<file path="src/rtl/vga_frame_reader.sv">
// vga_frame_reader: scan-position to pixel fetch from a double-buffered image RAM, 3-cycle colour/sync pipeline.
// Rev 1.0 - initial release.
`default_nettype none

module vga_frame_reader #(
  parameter int         H_ACT_START = 114,
  parameter int         V_ACT_START = 34,
  parameter int         IMG_X0      = 16,
  parameter int         IMG_Y0      = 40,
  parameter int         IMG_W       = 160,
  parameter int         IMG_H       = 120,
  parameter int         SCALE_LOG2  = 2,
  parameter int         ADDR_W      = 16,
  parameter int         BUF1_BASE   = 19200,
  parameter logic [8:0] BORDER_RGB  = 9'h000
) (
  input  logic              clk,
  input  logic              reset,
  input  logic [9:0]        i_h_cnt,
  input  logic [9:0]        i_v_cnt,
  input  logic              i_valid,
  input  logic              i_hys,
  input  logic              i_vys,
  output logic [ADDR_W-1:0] o_mem_addr,
  output logic              o_mem_rd,
  input  logic [8:0]        i_mem_data,
  output logic [2:0]        o_vga_r,
  output logic [2:0]        o_vga_g,
  output logic [2:0]        o_vga_b,
  output logic              o_hys,
  output logic              o_vys,
  input  logic              i_swap_req,
  output logic              o_swap_ack,
  output logic              o_buf_sel
);

  // Window bounds in 11 bits so the right/bottom edges never wrap.
  localparam logic [10:0] c_X_LO = 11'(H_ACT_START + IMG_X0);
  localparam logic [10:0] c_X_HI = 11'(H_ACT_START + IMG_X0 + (IMG_W << SCALE_LOG2));
  localparam logic [10:0] c_Y_LO = 11'(V_ACT_START + IMG_Y0);
  localparam logic [10:0] c_Y_HI = 11'(V_ACT_START + IMG_Y0 + (IMG_H << SCALE_LOG2));
  localparam logic [ADDR_W-1:0] c_IMG_W = ADDR_W'(IMG_W);
  localparam logic [ADDR_W-1:0] c_BUF1  = ADDR_W'(BUF1_BASE);

  localparam logic [1:0] c_ST_IDLE = 2'd0;
  localparam logic [1:0] c_ST_PEND = 2'd1;
  localparam logic [1:0] c_ST_WAIT = 2'd2;

  logic [10:0]       w_h, w_v, w_x, w_y, w_col, w_row;
  logic              w_in_img;
  logic              w_frame_start;
  logic [ADDR_W-1:0] w_base, w_addr;

  logic [ADDR_W-1:0] r_addr;
  logic              r_rd;
  logic              r_s1_in_img, r_s1_valid;
  logic              r_s2_in_img, r_s2_valid;
  logic [8:0]        r_rgb;
  logic [2:0]        r_hys_d, r_vys_d;
  logic [1:0]        r_state;
  logic              r_buf_sel, r_ack;

  always_comb begin
    w_h      = {1'b0, i_h_cnt};
    w_v      = {1'b0, i_v_cnt};
    w_x      = w_h - c_X_LO;
    w_y      = w_v - c_Y_LO;
    w_col    = w_x >> SCALE_LOG2;
    w_row    = w_y >> SCALE_LOG2;
    w_in_img = i_valid && (w_h >= c_X_LO) && (w_h < c_X_HI)
                       && (w_v >= c_Y_LO) && (w_v < c_Y_HI);
    w_base   = r_buf_sel ? c_BUF1 : '0;
    w_addr   = w_base + ADDR_W'(w_row) * c_IMG_W + ADDR_W'(w_col);
    w_frame_start = (i_h_cnt == 10'd0) && (i_v_cnt == 10'd0);
  end

  always_ff @(posedge clk) begin
    if (reset) begin
      r_addr      <= '0;
      r_rd        <= 1'b0;
      r_s1_in_img <= 1'b0;
      r_s1_valid  <= 1'b0;
      r_s2_in_img <= 1'b0;
      r_s2_valid  <= 1'b0;
      r_rgb       <= 9'h000;
      r_hys_d     <= 3'b000;
      r_vys_d     <= 3'b000;
    end else begin
      if (w_in_img) begin
        r_addr <= w_addr;
      end
      r_rd        <= w_in_img;
      r_s1_in_img <= w_in_img;
      r_s1_valid  <= i_valid;
      r_s2_in_img <= r_s1_in_img;
      r_s2_valid  <= r_s1_valid;
      // RAM data for the stage-2 tags arrives this cycle.
      if (!r_s2_valid) begin
        r_rgb <= 9'h000;
      end else if (r_s2_in_img) begin
        r_rgb <= i_mem_data;
      end else begin
        r_rgb <= BORDER_RGB;
      end
      r_hys_d <= {r_hys_d[1:0], i_hys};
      r_vys_d <= {r_vys_d[1:0], i_vys};
    end
  end

  // Swap handshake: a request is latched in PEND and only honoured at frame start.
  always_ff @(posedge clk) begin
    if (reset) begin
      r_state   <= c_ST_IDLE;
      r_buf_sel <= 1'b0;
      r_ack     <= 1'b0;
    end else begin
      r_ack <= 1'b0;
      case (r_state)
        c_ST_IDLE: begin
          if (i_swap_req) begin
            r_state <= c_ST_PEND;
          end
        end
        c_ST_PEND: begin
          if (w_frame_start) begin
            r_buf_sel <= ~r_buf_sel;
            r_ack     <= 1'b1;
            r_state   <= c_ST_WAIT;
          end
        end
        c_ST_WAIT: begin
          if (!i_swap_req) begin
            r_state <= c_ST_IDLE;
          end
        end
        default: r_state <= c_ST_IDLE;
      endcase
    end
  end

  assign o_mem_addr = r_addr;
  assign o_mem_rd   = r_rd;
  assign o_vga_r    = r_rgb[8:6];
  assign o_vga_g    = r_rgb[5:3];
  assign o_vga_b    = r_rgb[2:0];
  assign o_hys      = r_hys_d[2];
  assign o_vys      = r_vys_d[2];
  assign o_swap_ack = r_ack;
  assign o_buf_sel  = r_buf_sel;

endmodule

`default_nettype wire
</file>
<file path="config.mk">
export PLATFORM = sky130hd
export DESIGN_NAME = vga_frame_reader
export DESIGN_NICKNAME = d
export VERILOG_FILES = /design/src/rtl/vga_frame_reader.sv
export SDC_FILE = /design/constraint.sdc
export NUM_CORES = 1
export LEC_CHECK = 0
export BUFFER_PORTS_ARGS = -buffer_cell sky130_fd_sc_hd__clkbuf_2
export CORE_AREA = 2 2 56 98
export DETAILED_ROUTE_END_ITERATION = 16
export DIE_AREA = 0 0 58 100
export PLACE_DENSITY = 0.77
export RECOVER_POWER = 100
export SYNTH_ARGS = -nofsm -noshare
export SYNTH_HDL_FRONTEND = slang
export SYNTH_SLANG_ARGS = --single-unit
</file>
<file path="constraint.sdc">
create_clock -name clk -period 4.9 [get_ports clk]
set_input_delay 0.735 -clock clk [delete_from_list [all_inputs] [get_ports clk]]
set_output_delay 0.735 -clock clk [all_outputs]
set_load 0.02 [all_outputs]
</file>
# Word-level counts from Yosys, hierarchy flattened
# Cells that the tools add are included.
# classes
addsub	4
multipliers	1
n_div	0
order_cmp	4
n_eq_ne	5
shift	0
n_mux	6
bitwise_logic	4
reduce_logical	12
# ops
cell	n
zero test 10 bit	2
< comparator 10 bit, second input constant	2
adder 15 x 16 -> 16 bit	1
adder 16 x 9 -> 16 bit	1
two-way mux 15 bit	1
multiplier 9 x 3 -> 11 bit, second input constant	1
subtractor 10 x 7 -> 11 bit, second input constant	1
subtractor 10 x 8 -> 11 bit, second input constant	1
>= comparator 10 x 7 -> 1 bit, second input constant	1
>= comparator 10 x 8 -> 1 bit, second input constant	1
two-way mux 2 bit	3
!= test 2 bit, second input constant	3
one-hot mux 2 bit (3 select lines)	1
logical AND 1 bit	5
NOT 1 bit	4
AND reduction 3 bit	1
OR reduction 3 bit	1
== test 2 x 1 -> 1 bit, second input constant	1
== test 2 bit, second input constant	1
zero test 2 bit	1
AND reduction 2 bit	1
OR reduction 2 bit	1
two-way mux 1 bit	1
# totals
register_bits	39
latch_bits	0
ram_bits	0
romBits	0
input_bits	35
out_inout_bits	30
memories	0

# Longest topological paths before layout
# Gate-level depths: netlist (run 1).
# logic_depth
depth_word	5
ltp_mapped	20
depth_no_buf	20

# Least setup slack after synthesis (run 1)
# OpenSTA, ideal clock, no wires.
# synth_path
path_kind	input to register
startpoint	input i_v_cnt[2]
endpoint	register r_addr[14] (netlist: o_mem_addr[14])
setup_time_ps	140
t_arrival_ps	3838
t_required_ps	4760
setup_slack_ps	922
cell_stages	17
path_cell_list	inv_1 ha_1 inv_1 a21o_1 xnor2_1 ha_1 ha_1 inv_1 fa_1 inv_1 ha_1 ha_1 a21oi_1 nor2b_1 o311ai_0 xor2_1 a211oi_2
# synth_via
elab_chain_cells	4
# synth_rtl
element	line_no	source
start, declared	20	input logic [9:0] i_v_cnt,
subtractor 10 x 7 -> 11 bit	67	w_y = w_v - c_Y_LO;
multiplier 9 x 3 -> 11 bit	73	w_addr = w_base + ADDR_W'(w_row) * c_IMG_W + ADDR_W'(w_col);
adder 15 x 16 -> 16 bit	73	
adder 16 x 9 -> 16 bit	73	
end signal, assigned	90	r_addr <= w_addr;
end, declared	54	logic [ADDR_W-1:0] r_addr;
# Parallel ways exist; a longest one is shown, timed or not.
# A chain may end at the register's enable or synchronous reset.

# Worst setup path after layout (run 1)
# layout_path
startpoint	input i_v_cnt[6]
endpoint	register r_addr[15] (netlist: o_mem_addr[15])
# The elaborated chain is that of the path after synthesis.

==> flow_metrics.tcl, run 1 <==
set metrics [dict create \
    worstSkewPairLatency_ns 0.29 \
    first_pass_grt_wire_length_um 9710 \
    detail_route.vias_per_cell 5.62 \
    vias_in_the_first_global_route 2189 \
    report.final.hold_viol_count 0 \
    global_route.overflow_total 0 \
    power.leakage_nw 1.24 \
    fin_max_slew_vios 0 \
    yosys_warnings 0 \
    yosysTopAreaCellShare 0.303 \
    post_synth_inst_count 281 \
    placement.io_buffers 64 \
    clkSinkCount 39 \
    cp_data_required_time_ns 5.09 \
    totalWireLength_um 5940 \
    power_per_cell_area_nw_per_um2 322 \
    p_seq_frac 0.356 \
    nature_of_the_critical_path_endpoint "register" \
    dp_hpwl_um 4640 \
    number_of_antenna_violations_at_the_first_check_in_global_routing 0 \
    postCtsSetupRepairBufs 0 \
    core_area_um2 5080 \
    post-route-drc-count 0 \
    largest_net_degree_at_the_start_of_global_routing 31 \
    ys_async_sr_fraction 0 \
    fp.dieW_um 58 \
    crit_arrival_ns 4.39 \
    tritoncts "done" \
    n_antenna_cell 0 \
    timing.final.crit_period_ns 4.20 \
    timing_worst_setup_path_type "primary input to register" \
    timing.final.crit_share 0.857 \
    die_y_um 100 \
    reg2reg_setup_slack_ns 2.14 \
    internal_power_of_the_cells_w 0.000633 \
    synthesis.area_um2 2580 \
    placedCellCount 391 \
    synth_fp_nets 345 \
    postCtsResizedCells 0 \
    synth.avg_cell_area_um2 9.17 \
    synth_area_leader_cell "sky130_fd_sc_hd__dfxtp_1" \
    cts_hold_buffers 0 \
    layoutNonFillerInstCount 399 \
    route.vias.total 2244 \
    cts_buffer_depth 2 \
    io_pins 65 \
    timing.critical_path.fanout_max 12 \
    globalplace.congestion 0.921 \
    synthToLayoutAreaGrowth_pct 15.3 \
    fin_skew_ns 0.00507 \
    clkSlewWorstSetupHoldPaths_ns 0.08 \
    power_frac_clock 0.283 \
    router_iterations_before_antenna_repair 4 \
    maxSlewHeadroom 0.0483 \
    holdCritPathClass "register to register" \
    power.combinational.fraction 0.361 \
    p_sw_frac 0.339 \
    worstReg2RegStart "o_buf_sel" \
    h-tree-depth 2 \
    rows 35 \
    worst_r2r_path_depth 8 \
    synthFlopType "sky130_fd_sc_hd__dfxtp_1" \
    antenna_violating_nets_post_route 0 \
    maximum_clock_rate_mhz 238 \
    routedWlPerCell_um 14.9 \
    yosys.cell_types.count 47 \
    max-cap-violations 0 \
    timing.critical_path.from_type "primary input" \
    critPathCapture "o_mem_addr[15]" \
    start_util 0.507 \
    run_status "completed" \
    fin_nets 407 \
    fin_setup_tns_ns 0 \
    count_of_endpoints_failing_setup_in_the_final_report 0 \
    drt_iter0_markers 100 \
    design.die.area_um2 5800 \
    p_sw_w 0.000324 \
    irDropWorstVdd_uv 335 \
    fraction_of_layout_cells_with_a_size_suffix_above_1 0.145 \
    cts_made_buffers 5 \
    globalRouteTotalUtil 0.215 \
    postSynthRegisterBits 39 \
    timing_worst_slew_pin_value_ns 1.43 \
    worst_setup_path_startpoint "i_v_cnt[6]" \
    yosysSeqAreaShare 0.303 \
    cts-root-buf "sky130_fd_sc_hd__clkbuf_8" \
    synth_edf_count 0 \
    r2r-end "o_mem_addr[14]" \
    synth.area.top_cells "sky130_fd_sc_hd__dfxtp_1 30%, sky130_fd_sc_hd__ha_1 13%, sky130_fd_sc_hd__xnor2_1 7.5%, sky130_fd_sc_hd__nor2_1 4.5%, sky130_fd_sc_hd__a211oi_2 3.4%" \
    grt_setup_unrepaired "no" \
]
flip-flops by register name (all words and copies together) (netlist names):
name,count
r_s1_valid,1
r_hys_d,3
o_buf_sel,1
r_state,2
r_rgb,9
r_s2_valid,1
o_swap_ack,1
r_s1_in_img,1
r_s2_in_img,1
r_vys_d,3
o_mem_addr,16
power groups by stage:
stage          sequential [W]  combinational [W]  clock [W]
5_1_grt              0.000342           0.000384   0.000291
6_report             0.000340           0.000346   0.000271
2_1_floorplan        0.000363           0.000244          0
3_3_place_gp         0.000348           0.000337          0
4_1_cts              0.000341           0.000351   0.000277
3_5_place_dp         0.000348           0.000346          0
per-stage QoR:
step	setup WS (ns)	utilization	instance area, µm²	power (W)	hold WS [ns]
finish	0.701	0.585	2970	0.000958	0.443
floorplan	0.922	-	2580	0.000608	0.414
global route	0.348	0.585	2970	0.00102	0.463
global placement	0.669	0.574	2910	0.000684	0.417
CTS	0.768	0.596	3030	0.000969	0.447
detailed placement	0.475	0.574	2910	0.000694	0.429
synthesized netlist by cell type (3+ instances only):
library cell	number
sky130_fd_sc_hd__a21oi_1	14
sky130_fd_sc_hd__o31ai_1	3
sky130_fd_sc_hd__o21a_1	3
sky130_fd_sc_hd__a21o_1	5
sky130_fd_sc_hd__ha_1	26
sky130_fd_sc_hd__and2_1	9
sky130_fd_sc_hd__nand2_1	14
sky130_fd_sc_hd__a311oi_1	3
sky130_fd_sc_hd__a211oi_1	5
sky130_fd_sc_hd__nor2b_1	14
sky130_fd_sc_hd__nor4_1	3
sky130_fd_sc_hd__nor3b_1	3
sky130_fd_sc_hd__nand2b_1	3
sky130_fd_sc_hd__o21ai_0	10
sky130_fd_sc_hd__clkbuf_1	4
sky130_fd_sc_hd__nor2_1	31
sky130_fd_sc_hd__fa_1	3
sky130_fd_sc_hd__dfxtp_1	39
sky130_fd_sc_hd__nand3_1	4
sky130_fd_sc_hd__a211oi_2	7
sky130_fd_sc_hd__inv_1	13
sky130_fd_sc_hd__xor2_1	7
sky130_fd_sc_hd__mux2i_1	8
sky130_fd_sc_hd__xnor2_1	22
cell type report:
type                            count  area, µm²
Inverter                           13       48.8
Multi-Input combinational cell    219       1680
Clock buffer                        5       68.8
Sequential cell                    39        781
Fill cell                         483       2110
Clock inverter                      3       43.8
Tap cell                           55       68.8
Timing Repair Buffer               65        283
how the worst min path moves through the flow:
stage	from	endpoint	slack, ns	cells after the start
after floorplan	r_hys_d[0]	r_hys_d[1]	0.41	1
after global placement	r_vys_d[0]	r_vys_d[1]	0.42	1
after detailed placement	r_vys_d[0]	r_vys_d[1]	0.43	1
after CTS	r_vys_d[0]	r_vys_d[1]	0.45	1
after global routing	r_vys_d[0]	r_vys_d[1]	0.46	1
final	r_vys_d[0]	r_vys_d[1]	0.44	1
worst max-delay path, cell delays in order:
cell and delay [ns]:
sky130_fd_sc_hd__clkbuf_1 0.47, sky130_fd_sc_hd__nand2_1 0.17, sky130_fd_sc_hd__o21ai_0 0.47, sky130_fd_sc_hd__nor2_1 0.10, sky130_fd_sc_hd__xnor2_1 0.36, sky130_fd_sc_hd__xnor2_1 0.14
sky130_fd_sc_hd__ha_1 0.36, sky130_fd_sc_hd__o21ai_0 0.14, sky130_fd_sc_hd__nor2_1 0.10, sky130_fd_sc_hd__a21oi_1 0.06, sky130_fd_sc_hd__ha_1 0.18, sky130_fd_sc_hd__ha_1 0.31
sky130_fd_sc_hd__a21o_1 0.13, sky130_fd_sc_hd__o31a_1 0.16, sky130_fd_sc_hd__nand4_1 0.17, sky130_fd_sc_hd__xnor2_1 0.17, sky130_fd_sc_hd__a21o_1 0.17
kinds of logic after synthesis:
| family | Yosys count | share of synthesized area |
|---|---|---|
| muxes | 8 | 0.0311 |
| adders and majority gates | 29 | 0.150 |
| buffers and inverters | 23 | 0.0418 |
| DFF | 39 | 0.303 |
| and+or+nand+nor | 95 | 0.209 |
| xor gates and xnor gates | 30 | 0.107 |
| AOI/OAI and AO/OA | 57 | 0.158 |
cells in the final DEF (no fill, tap or decap), drive strengths merged:
cell type | netlist | final
nor4b | 2 | 2
o21ai | 11 | 11
a21o | 5 | 5
o311ai | 1 | 1
and2 | 9 | 9
a311oi | 3 | 3
nor3 | 2 | 2
a21oi | 14 | 14
nand3 | 4 | 4
ha | 26 | 26
nor3b | 3 | 3
xnor2 | 22 | 22
clkbuf | 4 | 70
nand2 | 14 | 14
nor4 | 5 | 5
nor2b | 14 | 14
or3 | 1 | 1
o31a | 1 | 1
inv | 13 | 13
o21a | 3 | 3
o22ai | 2 | 2
nand2b | 3 | 3
bufinv | 0 | 1
and3 | 2 | 2
o31ai | 3 | 3
clkinv | 0 | 2
nor2 | 31 | 31
nand4 | 1 | 1
fa | 3 | 3
nand3b | 2 | 2
o21bai | 1 | 1
and4b | 2 | 2
xnor3 | 1 | 1
dfxtp | 39 | 39
o32a | 1 | 1
a211oi | 12 | 12
mux2i | 8 | 8
xor2 | 7 | 7
per-layer routing:
metal	global-route usage	part of all wire
met3	0.0322	0.039
met4	0.113	0.032
met2	0.398	0.55
met1	0.226	0.38
met5	0	0
Note: power is estimated with default switching activity, not from simulation.
==> run 2, diff against run 1 <==
--- a/config.mk
+++ b/config.mk
@@ -6,10 +6,11 @@
 export NUM_CORES = 1
 export LEC_CHECK = 0
 export BUFFER_PORTS_ARGS = -buffer_cell sky130_fd_sc_hd__clkbuf_2
-export CORE_AREA = 2 2 56 98
+export CORE_AREA = 2 2 55 96
 export DETAILED_ROUTE_END_ITERATION = 16
-export DIE_AREA = 0 0 58 100
-export PLACE_DENSITY = 0.77
+export DIE_AREA = 0 0 57 98
+export GPL_ROUTABILITY_DRIVEN = 0
+export PLACE_DENSITY = 0.8
 export RECOVER_POWER = 100
 export SYNTH_ARGS = -nofsm -noshare
 export SYNTH_HDL_FRONTEND = slang
==> constraint.sdc (replaced) <==
create_clock -name clk -period 5.2 [get_ports clk]
set_input_delay 0.78 -clock clk [delete_from_list [all_inputs] [get_ports clk]]
set_output_delay 0.78 -clock clk [all_outputs]
set_load 0.02 [all_outputs]
==> run 2 against run 1 <==
Against the previous run:
- final area shrank 1.5%
- cell count shrank 0.25%
- sequential power shrank 6%
- power shrank 12%
- register-to-register slack gained 0.35 ns
- count of clock-buffer cells in the layout grew 1
- critical path depth grew 1
- sequential share of layout area grew 0.39 points
- clock power shrank 26%
- worst setup slack gained 0.31 ns
- routed wire length shrank 5.3%
- first-iteration DRC count grew 13%
==> flow_metrics.tcl, run 2 (same netlist as run 1, synthesis figures left out) <==
set metrics [dict create \
    post_route_cell_area_um2 2930 \
    timing_worst_setup_path_type "primary input to register" \
    run_status "completed" \
    cp_data_required_time_ns 5.32 \
    clkSinkCount 39 \
    fin_setup_tns_ns 0 \
    cts_hold_buffers 0 \
    fin_nets 407 \
    timing.critical_path.fanout_max 6 \
    timing_worst_slew_pin_value_ns 1.39 \
    worstSkewPairLatency_ns 0.29 \
    detailed_place.area_um2 2910 \
    rows 34 \
    h-tree-depth 2 \
    routedWlPerCell_um 14.1 \
    synthToLayoutAreaGrowth_pct 13.6 \
    clkSlewWorstSetupHoldPaths_ns 0.08 \
    postCtsResizedCells 0 \
    timing.final.crit_share 0.806 \
    fp.dieW_um 57 \
    crit_arrival_ns 4.31 \
    detail_route.vias_per_cell 5.58 \
    nature_of_the_critical_path_endpoint "register" \
    global_route.overflow_total 0 \
    post-route-drc-count 0 \
    router_iterations_before_antenna_repair 4 \
    layout_common_cells "39 x sky130_fd_sc_hd__dfxtp_1, 35 x sky130_fd_sc_hd__clkbuf_1, 31 x sky130_fd_sc_hd__nor2_1, 31 x sky130_fd_sc_hd__clkbuf_2, 26 x sky130_fd_sc_hd__ha_1" \
    maxSlewHeadroom 0.0766 \
    fin_skew_ns 0.00739 \
    postCtsSetupRepairBufs 0 \
    fin_max_slew_vios 0 \
    core_area_um2 4850 \
    cts_buffer_depth 2 \
    layout.area.seq_um2 781 \
    layout_commonest_cell "sky130_fd_sc_hd__dfxtp_1" \
    largest_net_degree_at_the_start_of_global_routing 31 \
    count_of_endpoints_failing_setup_in_the_final_report 0 \
    maximum_clock_rate_mhz 239 \
    holdCritPathClass "register to register" \
    holdCritStartpoint "r_vys_d[1]" \
    antenna_violating_nets_post_route 0 \
    io_pins 65 \
    worst_setup_path_startpoint "i_v_cnt[1]" \
    max-cap-violations 0 \
    multi_input_comb_area_um2 1660 \
    totalWireLength_um 5630 \
    cts-root-buf "sky130_fd_sc_hd__clkbuf_8" \
    timing.critical_path.from_type "primary input" \
    vias_in_the_first_global_route 2038 \
    power.leakage_nw 1.22 \
    globalRouteTotalUtil 0.204 \
    route.vias.total 2222 \
    largest_reg_flops 16 \
    hold_slack_ns 0.447 \
    n_antenna_cell 0 \
    design_power_total_w 0.000839 \
    worstReg2RegStart "o_buf_sel" \
    design.die.area_um2 5590 \
    irDropWorstVdd_uv 244 \
    power_per_cell_area_nw_per_um2 286 \
    cts_made_buffers 5 \
    tritoncts "done" \
    first_pass_grt_wire_length_um 9160 \
    die_y_um 98 \
    grt_setup_unrepaired "no" \
    start_util 0.531 \
    fraction_of_layout_cells_with_a_size_suffix_above_1 0.140 \
    report.final.hold_viol_count 0 \
    number_of_antenna_violations_at_the_first_check_in_global_routing 0 \
    drt_iter0_markers 113 \
    filler_cells 475 \
    timing.final.crit_period_ns 4.19 \
    placement.io_buffers 64 \
    dp_hpwl_um 4500 \
]
[run 2: worst paths after layout]
path              cells after the start  slack [ns]        endpoint
setup / recovery                     18        1.01  o_mem_addr[14]
hold / removal                        1        0.45      r_vys_d[2]
setup reg to reg                      8        2.49  o_mem_addr[14]
hold reg to reg                       1        0.45      r_vys_d[2]
[run 2: area by class of cell]
cell class,count,share of cell area
multi-input cells,219,0.568
flip-flops and latches,39,0.267
repair buffers,65,0.0966
clock buffers,6,0.0248
well taps,54,0.0231
inverters,13,0.0167
clock inverters,2,0.00427
[run 2: critical path: stages]
cell	delay, ns
sky130_fd_sc_hd__clkbuf_1	0.18
sky130_fd_sc_hd__inv_1	0.07
sky130_fd_sc_hd__ha_1	0.24
sky130_fd_sc_hd__inv_1	0.06
sky130_fd_sc_hd__a21o_1	0.22
sky130_fd_sc_hd__xnor2_1	0.09
sky130_fd_sc_hd__ha_1	0.29
sky130_fd_sc_hd__ha_1	0.19
sky130_fd_sc_hd__inv_1	0.06
sky130_fd_sc_hd__fa_1	0.49
sky130_fd_sc_hd__inv_1	0.05
sky130_fd_sc_hd__ha_1	0.27
sky130_fd_sc_hd__ha_1	0.33
sky130_fd_sc_hd__a21oi_1	0.22
sky130_fd_sc_hd__nor2b_1	0.09
sky130_fd_sc_hd__o311ai_0	0.39
sky130_fd_sc_hd__xor2_1	0.21
sky130_fd_sc_hd__a211oi_2	0.09
[run 2: metrics by stage]
stage / utilization / instances / setup WS [ns]
final: 0.604 / 398 / 1.01
after detailed placement: 0.601 / 390 / 0.823
after floorplan: - / 281 / 1.18
after CTS: 0.618 / 398 / 1.09
after global routing: 0.604 / 398 / 0.711
after global placement: 0.601 / 390 / 0.940
[run 2: layer usage]
layer	track usage	part of all wire	vias up
li1	-	-	1107
met1	0.235	0.39	1059
met2	0.378	0.56	50
met3	0.0318	0.036	6
met4	0.0572	0.011	0
met5	0	0	-
[run 2: where the power goes]
group          internal (W)  switching [W]  total [W]
sequential         0.000314     0.00000705   0.000321
combinational      0.000138       0.000180   0.000318
clock             0.0000938       0.000106   0.000200
